[config.mk]
export PLATFORM = sky130hd
export DESIGN_NAME = turbo_rx_deframer
export DESIGN_NICKNAME = d
export VERILOG_FILES = /design/src/rtl/turbo_rx_deframer.sv
export SDC_FILE = /design/constraint.sdc
export NUM_CORES = 1
export LEC_CHECK = 0
export BUFFER_PORTS_ARGS = -buffer_cell sky130_fd_sc_hd__buf_2
export CORE_MARGIN = 2
export CORE_UTILIZATION = 49
export DETAILED_ROUTE_END_ITERATION = 12
export GPL_TIMING_DRIVEN = 0
export HOLD_SLACK_MARGIN = 0.06
export PLACE_DENSITY = 0.81
export SLEW_MARGIN = 15
export SYNTH_ARGS = -nofsm -noshare
export SYNTH_HDL_FRONTEND = slang
export SYNTH_SLANG_ARGS = --single-unit
export TNS_END_PERCENT = 50
[constraint.sdc]
create_clock -name clk -period 1.71 [get_ports clk]
set_input_delay 0.171 -clock clk [delete_from_list [all_inputs] [get_ports clk]]
set_output_delay 0.171 -clock clk [all_outputs]
set_load 0.01 [all_outputs]
[src/rtl/turbo_rx_deframer.sv]
// Receive-side turbo code block deframer: splits data beats into indexed sys/parity triples
// and collects trellis tail bits. Optional macro TURBO_RX_GAP_ERR_EN turns input gaps into framing errors.
module turbo_rx_deframer #(
  parameter int K_SHORT     = 4,
  parameter int K_LONG      = 6,
  parameter int TAIL_CYCLES = 4,
  parameter int CNT_W       = 14
) (
  input  logic                     clk,
  input  logic                     reset,
  input  logic                     in_valid,
  input  logic                     length_flag,
  input  logic                     d0,
  input  logic                     d1,
  input  logic                     d2,
  output logic                     sys_bit,
  output logic                     par1_bit,
  output logic                     par2_bit,
  output logic                     out_valid,
  output logic [CNT_W-1:0]         out_index,
  output logic [3*TAIL_CYCLES-1:0] tail_bits,
  output logic                     tail_valid,
  output logic                     block_done,
  output logic                     busy,
  output logic                     err
);

  localparam int TW = 3 * TAIL_CYCLES;
  localparam logic [CNT_W-1:0] C_K_SHORT  = CNT_W'(K_SHORT);
  localparam logic [CNT_W-1:0] C_K_LONG   = CNT_W'(K_LONG);
  localparam logic [CNT_W-1:0] C_TAIL_END = CNT_W'(TAIL_CYCLES - 1);
  localparam logic [CNT_W-1:0] C_ONE      = CNT_W'(1);

  typedef enum logic [1:0] {S_IDLE, S_DATA, S_TAIL, S_DONE} state_t;

  state_t           r_state;
  logic [CNT_W-1:0] r_cnt;
  logic [CNT_W-1:0] r_klen;
  logic             r_sys, r_par1, r_par2, r_out_valid;
  logic [CNT_W-1:0] r_out_index;
  logic [TW-1:0]    r_tail_bits;
  logic             r_tail_valid, r_block_done, r_busy, r_err;
  logic [CNT_W-1:0] w_klen;

  assign w_klen = length_flag ? C_K_LONG : C_K_SHORT;

  // DONE accepts a new beat 0 exactly like IDLE, which gives gapless back-to-back blocks.
  always_ff @(posedge clk) begin
    if (reset) begin
      r_state      <= S_IDLE;
      r_cnt        <= '0;
      r_klen       <= C_K_SHORT;
      r_sys        <= 1'b0;
      r_par1       <= 1'b0;
      r_par2       <= 1'b0;
      r_out_valid  <= 1'b0;
      r_out_index  <= '0;
      r_tail_bits  <= '0;
      r_tail_valid <= 1'b0;
      r_block_done <= 1'b0;
      r_busy       <= 1'b0;
      r_err        <= 1'b0;
    end else begin
      r_out_valid  <= 1'b0;
      r_block_done <= 1'b0;
      r_err        <= 1'b0;
      case (r_state)
        S_IDLE, S_DONE: begin
          if (in_valid) begin
            r_klen       <= w_klen;
            r_sys        <= d0;
            r_par1       <= d1;
            r_par2       <= d2;
            r_out_valid  <= 1'b1;
            r_out_index  <= '0;
            r_tail_bits  <= '0;
            r_tail_valid <= 1'b0;
            r_busy       <= 1'b1;
            // A one-beat block goes straight to the tail, whose beat count starts at zero.
            if (w_klen == C_ONE) begin
              r_state <= S_TAIL;
              r_cnt   <= '0;
            end else begin
              r_state <= S_DATA;
              r_cnt   <= C_ONE;
            end
          end else begin
            r_state <= S_IDLE;
            r_busy  <= 1'b0;
          end
        end
        S_DATA: begin
          if (in_valid) begin
            r_sys       <= d0;
            r_par1      <= d1;
            r_par2      <= d2;
            r_out_valid <= 1'b1;
            r_out_index <= r_cnt;
            if (r_cnt == r_klen - C_ONE) begin
              r_state <= S_TAIL;
              r_cnt   <= '0;
            end else begin
              r_cnt <= r_cnt + C_ONE;
            end
          end else begin
`ifdef TURBO_RX_GAP_ERR_EN
            r_err        <= 1'b1;
            r_state      <= S_IDLE;
            r_cnt        <= '0;
            r_busy       <= 1'b0;
            r_tail_valid <= 1'b0;
`endif
          end
        end
        S_TAIL: begin
          if (in_valid) begin
            r_tail_bits <= {r_tail_bits[TW-4:0], d0, d1, d2};
            if (r_cnt == C_TAIL_END) begin
              r_state      <= S_DONE;
              r_cnt        <= '0;
              r_busy       <= 1'b0;
              r_block_done <= 1'b1;
              r_tail_valid <= 1'b1;
            end else begin
              r_cnt <= r_cnt + C_ONE;
            end
          end else begin
`ifdef TURBO_RX_GAP_ERR_EN
            r_err        <= 1'b1;
            r_state      <= S_IDLE;
            r_cnt        <= '0;
            r_busy       <= 1'b0;
            r_tail_valid <= 1'b0;
`endif
          end
        end
        default: begin
          r_state <= S_IDLE;
          r_busy  <= 1'b0;
        end
      endcase
    end
  end

  assign sys_bit    = r_sys;
  assign par1_bit   = r_par1;
  assign par2_bit   = r_par2;
  assign out_valid  = r_out_valid;
  assign out_index  = r_out_index;
  assign tail_bits  = r_tail_bits;
  assign tail_valid = r_tail_valid;
  assign block_done = r_block_done;
  assign busy       = r_busy;
`ifdef TURBO_RX_GAP_ERR_EN
  assign err = r_err;
`else
  assign err = 1'b0;
`endif

endmodule

==> out/qor.yml, run 1 <==
status: "complete, no violations"
antenna_cells: 0
coreArea_um2: 4060
synthMuxAreaShare_pct: 1.42
cts.sinks: 50
worstHoldStart: "length_flag"
drive_above_1_share_pct: 40.9
place_hpwl_um: 3220
postRouteAntennaNets: 0
yosys.area_share.xor_xnor_pct: 4.99
cts_inserted_buffers: 5
r2r-end: "r_cnt[13]"
finalMaxSlewViolations: 0
slew_headroom_pct: 64.0
areaGrowthSynthToFinish_pct: 30.9
synth_flop_cell: "dfxtp_1"
numPlacedInstances: 317
vias_per_cell: 5.58
first_pass_iters: 4
drc: 0
routed_wl_um: 5030
crit_path_start_kind: "flop"
drt_iter0_drc: 128
initial_core_util_pct: 52.0
cts_root_buf: "clkbuf_8"
nNetsFinal: 297
worstMarginPinSlew_ns: 0.540
synth_area_per_cell_um2: 9.25
grt_max_degree: 16
h-tree-depth: 2
seq_area_frac_synth_pct: 47.5
die_w_um: 69.6
cp_max_fo: 9
hold_depth: 3
yosys.area_share.simple_pct: 21.3
grt_pass1_wl_um: 8260
synth_compound_area_share_pct: 17.8
die-area_um2: 4840
fin_area_um2: 2760
holdBufCountCts: 0
ioPinCount: 41
grtUsageTotal_pct: 21.1
finalSetupTns_ns: 0
clockBufferDepth: 2
gp_congestion: 0.889
post-route-min-period_ns: 1.67
grt_pass1_vias: 1755
dr_total_vias: 1875
post-place-ws_ns: -0.166
path_class: "flop to flop"
r2r_slack_ns: 0.04
avgRoutedWirePerCell_um: 15.0
async_flop_share_pct: 0
synth_fp_nets: 239
max_freq_mhz: 597
dpl_cell_area_um2: 2370
reg2reg_from: "r_cnt[2]"
p_leak_nw: 1.11
post-route-period-util_pct: 97.9
synth_cells: 228
crit_required_ns: 1.92
path_clk_slew_ns: 0.09
port_buffers: 39
die_y_um: 69.6
cts_tree: "done"
min_path_type: "input port to flop"
grt-ovfl-total: 0
hold_violations: 0
worstPathArrival_ns: 1.88
synth_top_family_by_area: "simple AND/OR/NAND/NOR gates"
ir_drop_v: 0.000753
setup_viol: 0
antenna_found_initial: 0
setup_ws_ns: 0.0357
skew_ns: 0.00591
syn_area_um2: 2110
synth-adder-area-share_pct: 2.37
fp-row-count: 23
synth_edf_count: 0
final_cells: 336
powerDensity_nw_per_um2: 1230
insertion_delay_ns: 0.30
rsz0062_at_grt: "true"
mostFrequentLayoutCells: "41 x buf_2, 40 x dfxtp_1, 39 x nor2_1"
min_to: "r_klen[1]"
layout_commonest_cell: "buf_2"
drv_cap: 0
worstSetupEndpointType: "flop"
ff2ff_path_depth: 6
synth_seq_cells: 50
yosysWarnings: 0
synthDistinctLibCells: 43
## logic make-up (layout without fill, tap and decap cells)
| logic type | after synthesis | after routing |
|---|---|---|
| compound gates | 50 | 50 |
| xor+xnor | 12 | 12 |
| fa+ha+maj | 4 | 4 |
| buf+inv | 21 | 79 |
| flops | 50 | 50 |
| mux | 3 | 3 |
| other cells | 1 | 1 |
| simple gates | 87 | 87 |
## state kept, by name, indices dropped and copies added, names as in the netlist
name,cells
out_valid,1
busy,1
r_cnt,14
tail_valid,1
block_done,1
sys_bit,1
r_state,2
out_index,14
par2_bit,1
par1_bit,1
r_klen,1
tail_bits,12
## synth_stat cells (2+ instances only)
| library cell | number | share of area [%] |
|---|---|---|
| dfxtp_1 | 50 | 47 |
| nor2_1 | 41 | 7.3 |
| a22oi_1 | 26 | 9.3 |
| clkbuf_1 | 10 | 1.8 |
| nor2_2 | 10 | 3.0 |
| nand2_1 | 9 | 1.6 |
| xnor2_1 | 8 | 3.3 |
| a21oi_1 | 7 | 1.7 |
| inv_1 | 6 | 1.1 |
| nor3_1 | 6 | 1.4 |
| nand3_1 | 5 | 1.2 |
| ha_1 | 4 | 2.4 |
| o21ai_1 | 4 | 0.95 |
| xor2_1 | 4 | 1.7 |
| buf_2 | 3 | 0.71 |
| mux2i_1 | 3 | 1.4 |
| nor4_2 | 3 | 1.8 |
| a211oi_1 | 2 | 0.71 |
| nand4_1 | 2 | 0.59 |
| o211ai_1 | 2 | 0.71 |
## area by class of cell
class	instances	area [µm²]
Clock inverter	2	38.8
Buffer	15	88.8
Tap cell	50	62.6
Inverter	6	25.0
Timing Repair Buffer	51	293
Multi-Input combinational cell	157	1160
Clock buffer	5	68.8
Fill cell	311	1300
Sequential cell	50	1030
## how the worst max path moves through the flow
stage                from   endpoint
2_1_floorplan  r_state[0]  r_cnt[13]
3_3_place_gp   r_state[0]   r_cnt[3]
3_5_place_dp   r_state[0]  r_cnt[13]
4_1_cts        r_state[1]  r_cnt[13]
5_1_grt          r_cnt[3]   r_cnt[4]
6_report         r_cnt[2]  r_cnt[13]
## metal layers
metal	part of all wire, %	routed length [µm]	vias to the layer above	track usage, %
met3	4.2	210	8	4.51
met5	0	0	-	0
li1	-	-	917	-
met2	49	2490	48	34.6
met4	1.8	90	0	7.41
met1	45	2240	902	27.4
## metrics by stage
| step | power (mW) | util (%) | hold WS, ns |
|---|---|---|---|
| final | 3.38 | 68.0 | 0.110 |
| after global routing | 3.54 | 68.0 | 0.124 |
| after CTS | 3.17 | 64.0 | 0.111 |
| after detailed placement | 2.14 | 58.3 | 0.431 |
| after global placement | 2.13 | 58.3 | 0.427 |
| after floorplan | 1.95 | - | 0.318 |
## where the power goes
group          switching (mW)  internal (mW)
logic                   0.698          0.539
clock network           0.381          0.430
registers              0.0824           1.25
total                    1.16           2.22
## critical path: stages, from the launching register on
cell,delay (ns)
dfxtp_1,0.31
clkbuf_4,0.20
and4_4,0.25
nand4_2,0.24
nor4_4,0.35
xnor2_1,0.16
nor2_2,0.05
## timing repair
item	4_1_cts	5_1_grt
cloned	1	0
pin swaps	5	8
resized for setup	24	38
setup endpoints to repair	33	35
setup buffers	5	6
No activity file was read; power rests on OpenSTA's default activity.
==> run 2: changes to the inputs <==
--- a/config.mk
+++ b/config.mk
@@ -11,7 +11,7 @@
 export DETAILED_ROUTE_END_ITERATION = 12
 export GPL_TIMING_DRIVEN = 0
 export HOLD_SLACK_MARGIN = 0.06
-export PLACE_DENSITY = 0.81
+export PLACE_DENSITY_LB_ADDON = 0.1
 export SLEW_MARGIN = 15
 export SYNTH_ARGS = -nofsm -noshare
 export SYNTH_HDL_FRONTEND = slang
==> run 2 against run 1 <==
Net effect:
- routed wire length down 5.9%
- largest cell class unchanged
- maximum frequency increased by 0.72%
- highest routed layer unchanged
- first-iteration DRC count fell by 23%
- critical endpoint is now r_cnt[4]
- setup slack better by 0.012 ns
- sequential share of layout area increased by 0.57 points
- non-clock buffer count shrank 3
- critical path type unchanged
==> out/qor.yml, run 2 (synthesis gave the netlist of run 1 again) <==
cts_inserted_buffers: 5  # unchanged
first_pass_iters: 7  # +3
layout_commonest_cell: "buf_2"
postRouteAntennaNets: 0  # unchanged
fillers: 349  # +12%
die_w_um: 69.6  # unchanged
cts_root_buf: "clkbuf_8"
crit_path_start_kind: "flop"
m1WireLength_um: 2130  # -4.9%
dr_total_vias: 1821  # -2.9%
grt_max_degree: 18  # +2
top_layer: "met4"
grt_pass1_wl_um: 7890  # -4.4%
ioPinCount: 41  # unchanged
grtUsageTotal_pct: 20.0  # -1.1 points
slew_headroom_pct: 64.7  # +0.70 points
cp_max_fo: 6  # -3
hold_violations: 0  # unchanged
die_y_um: 69.6  # unchanged
grt_pass1_vias: 1684  # -4.0%
clockBufferDepth: 2  # unchanged
h-tree-depth: 2  # unchanged
finalSetupTns_ns: 0  # unchanged
vias_per_cell: 5.45  # -2.3%
r2r-end: "r_cnt[4]"
insertion_delay_ns: 0.31  # about the same
cts.sinks: 50  # unchanged
powerDensity_nw_per_um2: 1240  # +1.2%
port_buffers: 39  # unchanged
drt_iter0_drc: 99  # -23%
min_to: "sys_bit"
path_clk_slew_ns: 0.10  # about the same
crit_required_ns: 1.92  # about the same
ir_drop_v: 0.000830  # +10%
gp_congestion: 0.864  # -2.8%
place_hpwl_um: 3230  # +0.33%
reg2reg_from: "r_cnt[6]"
worstMarginPinSlew_ns: 0.529  # -0.0105 ns
status: "complete, no violations"
initial_core_util_pct: 52.0  # unchanged
coreArea_um2: 4060  # unchanged
finalPower_mw: 3.38  # about the same
fp-row-count: 23  # unchanged
min_path_type: "input port to flop"
post-route-min-period_ns: 1.66  # -0.0120 ns
r2r_slack_ns: 0.05  # about the same
ff2ff_path_depth: 6  # unchanged
nNetsFinal: 294  # -1.0%
route.met3.wl_um: 234  # +11%
drv_cap: 0  # unchanged
holdBufCountCts: 0  # unchanged
mostFrequentLayoutCells: "41 x buf_2, 40 x dfxtp_1, 39 x nor2_1"
areaGrowthSynthToFinish_pct: 29.2
worstSetupEndpointType: "flop"
drc: 0  # unchanged
die-area_um2: 4840  # unchanged
worstPathArrival_ns: 1.87  # about the same
avgRoutedWirePerCell_um: 14.2  # -5.3%
finalMaxSlewViolations: 0  # unchanged
grt-ovfl-total: 0  # unchanged
routed_wl_um: 4730  # -5.9%
wl_met2_um: 2320  # -6.7%
max_freq_mhz: 602  # +0.72%
hold_depth: 3  # unchanged
post-route-period-util_pct: 97.2  # -0.70 points
cts_tree: "done"
worstHoldStart: "d0"
p_leak_nw: 1.10  # -1.0%
setup_viol: 0  # unchanged
skew_ns: 0.00883  # +0.00291 ns
antenna_cells: 0  # unchanged
path_class: "flop to flop"
drive_above_1_share_pct: 38.7  # -2.2 points
rsz0062_at_grt: "true"
antenna_found_initial: 0  # unchanged
run 2: changes by cell type in the layout (fill, tap and decap cells not counted), moves of 2 or more:
cell and delta:
buf_4 -3, clkbuf_4 -2, nor3_1 +2, nor3_2 -2
run 2: cell type report:
| type | instances | area [µm²] | share of cell area [%] |
|---|---|---|---|
| Multi-Input combinational cell | 157 | 1130 | 41.5 |
| Sequential cell | 50 | 1030 | 37.8 |
| Timing Repair Buffer | 48 | 274 | 10.1 |
| Buffer | 15 | 86.3 | 3.17 |
| Clock buffer | 5 | 68.8 | 2.53 |
| Tap cell | 50 | 62.6 | 2.30 |
| Clock inverter | 3 | 47.5 | 1.75 |
| Inverter | 6 | 25.0 | 0.919 |
run 2: worst max-delay path by stage:
stage                         to        from  depth (start not counted)  slack (ns)
floorplan              r_cnt[13]  r_state[0]                          7        0.06
global placement        r_cnt[3]  r_state[0]                          8       -0.16
detailed placement  tail_bits[7]  r_state[0]                          7       -0.15
CTS                    r_cnt[10]  r_state[0]                          7      0.0002
global route          r_state[0]    r_cnt[0]                          7       -0.07
finish                  r_cnt[4]    r_cnt[6]                          6        0.05
run 2: critical path, stage by stage (launching register included):
cell and delay [ns]:
dfxtp_4 0.38, nor4_4 0.30, and3_4 0.24, a211oi_2 0.10, o31ai_4 0.32, buf_6 0.18
nor2_2 0.04
run 2: repair_timing:
| action | CTS | global route |
|---|---|---|
| setup buffers | 5 | 3 |
| gates resized for setup | 23 | 33 |
| hold endpoints to repair | 0 | 0 |
| endpoints found under the setup margin | 34 | 36 |
| pin swaps | 9 | 11 |
| gates cloned | 1 | 0 |
run 2: power by group:
part / internal [mW] / leakage (nW) / switching, mW
logic: 0.526 / 0.628 / 0.661
registers: 1.25 / 0.411 / 0.0792
clock network: 0.444 / 0.0587 / 0.419
total: 2.22 / 1.10 / 1.16
run 2: through the flow:
step                      utilization [%]  cell area, µm²  hold WS (ns)  worst slack, ns  cells
after CTS                            64.0            2590         0.106         0.000151    331
after global placement               58.3            2370         0.428           -0.158    317
after global routing                 67.1            2720         0.125          -0.0655    334
after detailed placement             58.3            2370         0.433           -0.150    317
after floorplan                         -            2110         0.318           0.0650    228
final                                67.1            2720         0.106           0.0477    334
run 2: metal layers:
metal | up-vias | track usage (%)
li1 | 904 | -
met1 | 860 | 26.0
met2 | 49 | 33.0
met3 | 8 | 3.92
met4 | 0 | 7.19
met5 | - | 0
==> run 3: changes to the inputs <==
--- a/config.mk
+++ b/config.mk
@@ -7,7 +7,7 @@
 export LEC_CHECK = 0
 export BUFFER_PORTS_ARGS = -buffer_cell sky130_fd_sc_hd__buf_2
 export CORE_MARGIN = 2
-export CORE_UTILIZATION = 49
+export CORE_UTILIZATION = 35
 export DETAILED_ROUTE_END_ITERATION = 12
 export GPL_TIMING_DRIVEN = 0
 export HOLD_SLACK_MARGIN = 0.06
==> run 3 against run 2 <==
Net effect:
- routed wire length up 5.4%
- clock power down 14%
- final cell count increased by 8.1%
- first-iteration DRC count fell by 15%
- largest power group unchanged
- highest routed layer unchanged
==> out/qor.yml, run 3 (synthesis gave the netlist of run 1 again) <==
status: "complete, no violations"
initial_core_util_pct: 35.8  # -16 points
setup.worst_path.start: "r_cnt[0]"
coreArea_um2: 5890  # +45%
port_buffers: 39  # unchanged
cp_max_fo: 8  # +2
postRouteAntennaNets: 0  # unchanged
worstMarginPinSlew_ns: 0.546  # +0.0165 ns
crit_required_ns: 1.92  # about the same
drive_above_1_share_pct: 38.5  # -0.27 points
skew_ns: 0.00676  # -0.00207 ns
vias_per_cell: 4.99  # -8.5%
setup_ws_ns: 0.0368  # -0.0109 ns
finalPower_mw: 3.25  # -3.7%
path_class: "flop to flop"
fin_area_um2: 2720  # about the same
slew_headroom_pct: 63.6  # -1.1 points
h-tree-depth: 2  # unchanged
crit_path_start_kind: "flop"
worstHoldStart: "length_flag"
place_hpwl_um: 3410  # +5.6%
avgRoutedWirePerCell_um: 13.8  # -2.5%
layout_commonest_cell: "buf_2"
cts.sinks: 50  # unchanged
post-route-min-period_ns: 1.67  # +0.0109 ns
cts_inserted_buffers: 5  # unchanged
grt-ovfl-total: 0  # unchanged
finalMaxSlewViolations: 0  # unchanged
antenna_found_initial: 0  # unchanged
drt_iter0_drc: 84  # -15%
routed_wl_um: 4980  # +5.4%
path_clk_slew_ns: 0.10  # about the same
fillers: 593  # +70%
final_cells: 361  # +8.1%
numPlacedInstances: 342  # +7.9%
worstPathArrival_ns: 1.88  # about the same
reg2reg_from: "r_cnt[0]"
die-area_um2: 6660  # +38%
hold_slack_ns: 0.106  # +0.000409 ns
ioPinCount: 41  # unchanged
p_leak_nw: 1.09  # -0.71%
cts_root_buf: "clkbuf_8"
grt_pass1_vias: 1697  # +0.77%
drc: 0  # unchanged
dpl_cell_area_um2: 2400  # +1.3%
grtUsageTotal_pct: 16.0  # -4.0 points
powerDensity_nw_per_um2: 1190  # -3.7%
nNetsFinal: 296  # +0.68%
insertion_delay_ns: 0.31  # about the same
post-route-period-util_pct: 97.8  # +0.64 points
hold_violations: 0  # unchanged
mostFrequentLayoutCells: "42 x buf_2, 41 x dfxtp_1, 39 x nor2_1"
max_freq_mhz: 598  # -0.65%
clockBufferDepth: 2  # unchanged
worstSetupEndpointType: "flop"
grt_pass1_wl_um: 8220  # +4.1%
cts_tree: "done"
antenna_cells: 0  # unchanged
holdBufCountCts: 0  # unchanged
finalSetupTns_ns: 0  # unchanged
ir_drop_v: 0.000775  # -6.6%
utilization_pct: 46.3  # -21 points
min_path_type: "input port to flop"
setup_viol: 0  # unchanged
die_y_um: 81.6  # +17%
dr_total_vias: 1801  # -1.1%
first_pass_iters: 4  # -3
areaGrowthSynthToFinish_pct: 29.1  # about the same
post-place-ws_ns: -0.199  # -0.0489 ns
fp-row-count: 28  # +22%
grt_max_degree: 19  # +1
die_w_um: 81.6  # +17%
gp_congestion: 0.806  # -6.7%
drv_cap: 0  # unchanged
run 3: worst max-delay path, cell delays in order, from the launching register on:
cell	delay (ns)
dfxtp_4	0.42
ha_4	0.15
nor2b_1	0.14
and4_4	0.27
nor3b_4	0.06
o31ai_4	0.32
buf_6	0.18
nor2_2	0.04
run 3: timing repair:
item,CTS,global route
endpoints found under the setup margin,35,36
gates resized for setup,26,21
cloned,1,0
pin swaps,7,8
setup buffers,4,6
run 3: area by class of cell:
type	count	area [µm²]	share of cell area, %
buffer	15	86.3	3.17
inverter	6	22.5	0.827
timing repair buffer	50	285	10.5
sequential	50	1020	37.5
multi-input combinational	157	1110	40.9
clock inverter	3	28.8	1.06
clock buffer	5	68.8	2.53
tap	75	93.8	3.45
run 3: power by group:
| group | total [mW] | switching [mW] | leakage, nW | internal [mW] |
|---|---|---|---|---|
| registers | 1.32 | 0.0749 | 0.410 | 1.24 |
| logic | 1.19 | 0.656 | 0.630 | 0.536 |
| clock network | 0.744 | 0.440 | 0.0502 | 0.304 |
run 3: path summary, 6_finish.rpt:
| kind | end | slack [ns] | cells past startpoint |
|---|---|---|---|
| worst min register to register | tail_valid | 0.46 | 2 |
| worst max-delay path | r_cnt[3] | 0.04 | 7 |
| worst min-delay path | r_klen[1] | 0.11 | 3 |
| worst max register to register | r_cnt[3] | 0.04 | 7 |
run 3: per-layer routing:
layer  GRT usage [%]  part of all wire, %  vias up  wire length, µm
met2            24.8                   47       21             2320
li1                -                    -      912                -
met3            3.41                  2.6        6              131
met4            5.33                  1.4        0               68
met1            22.2                   49      862             2460
met5               0                    0        -                0
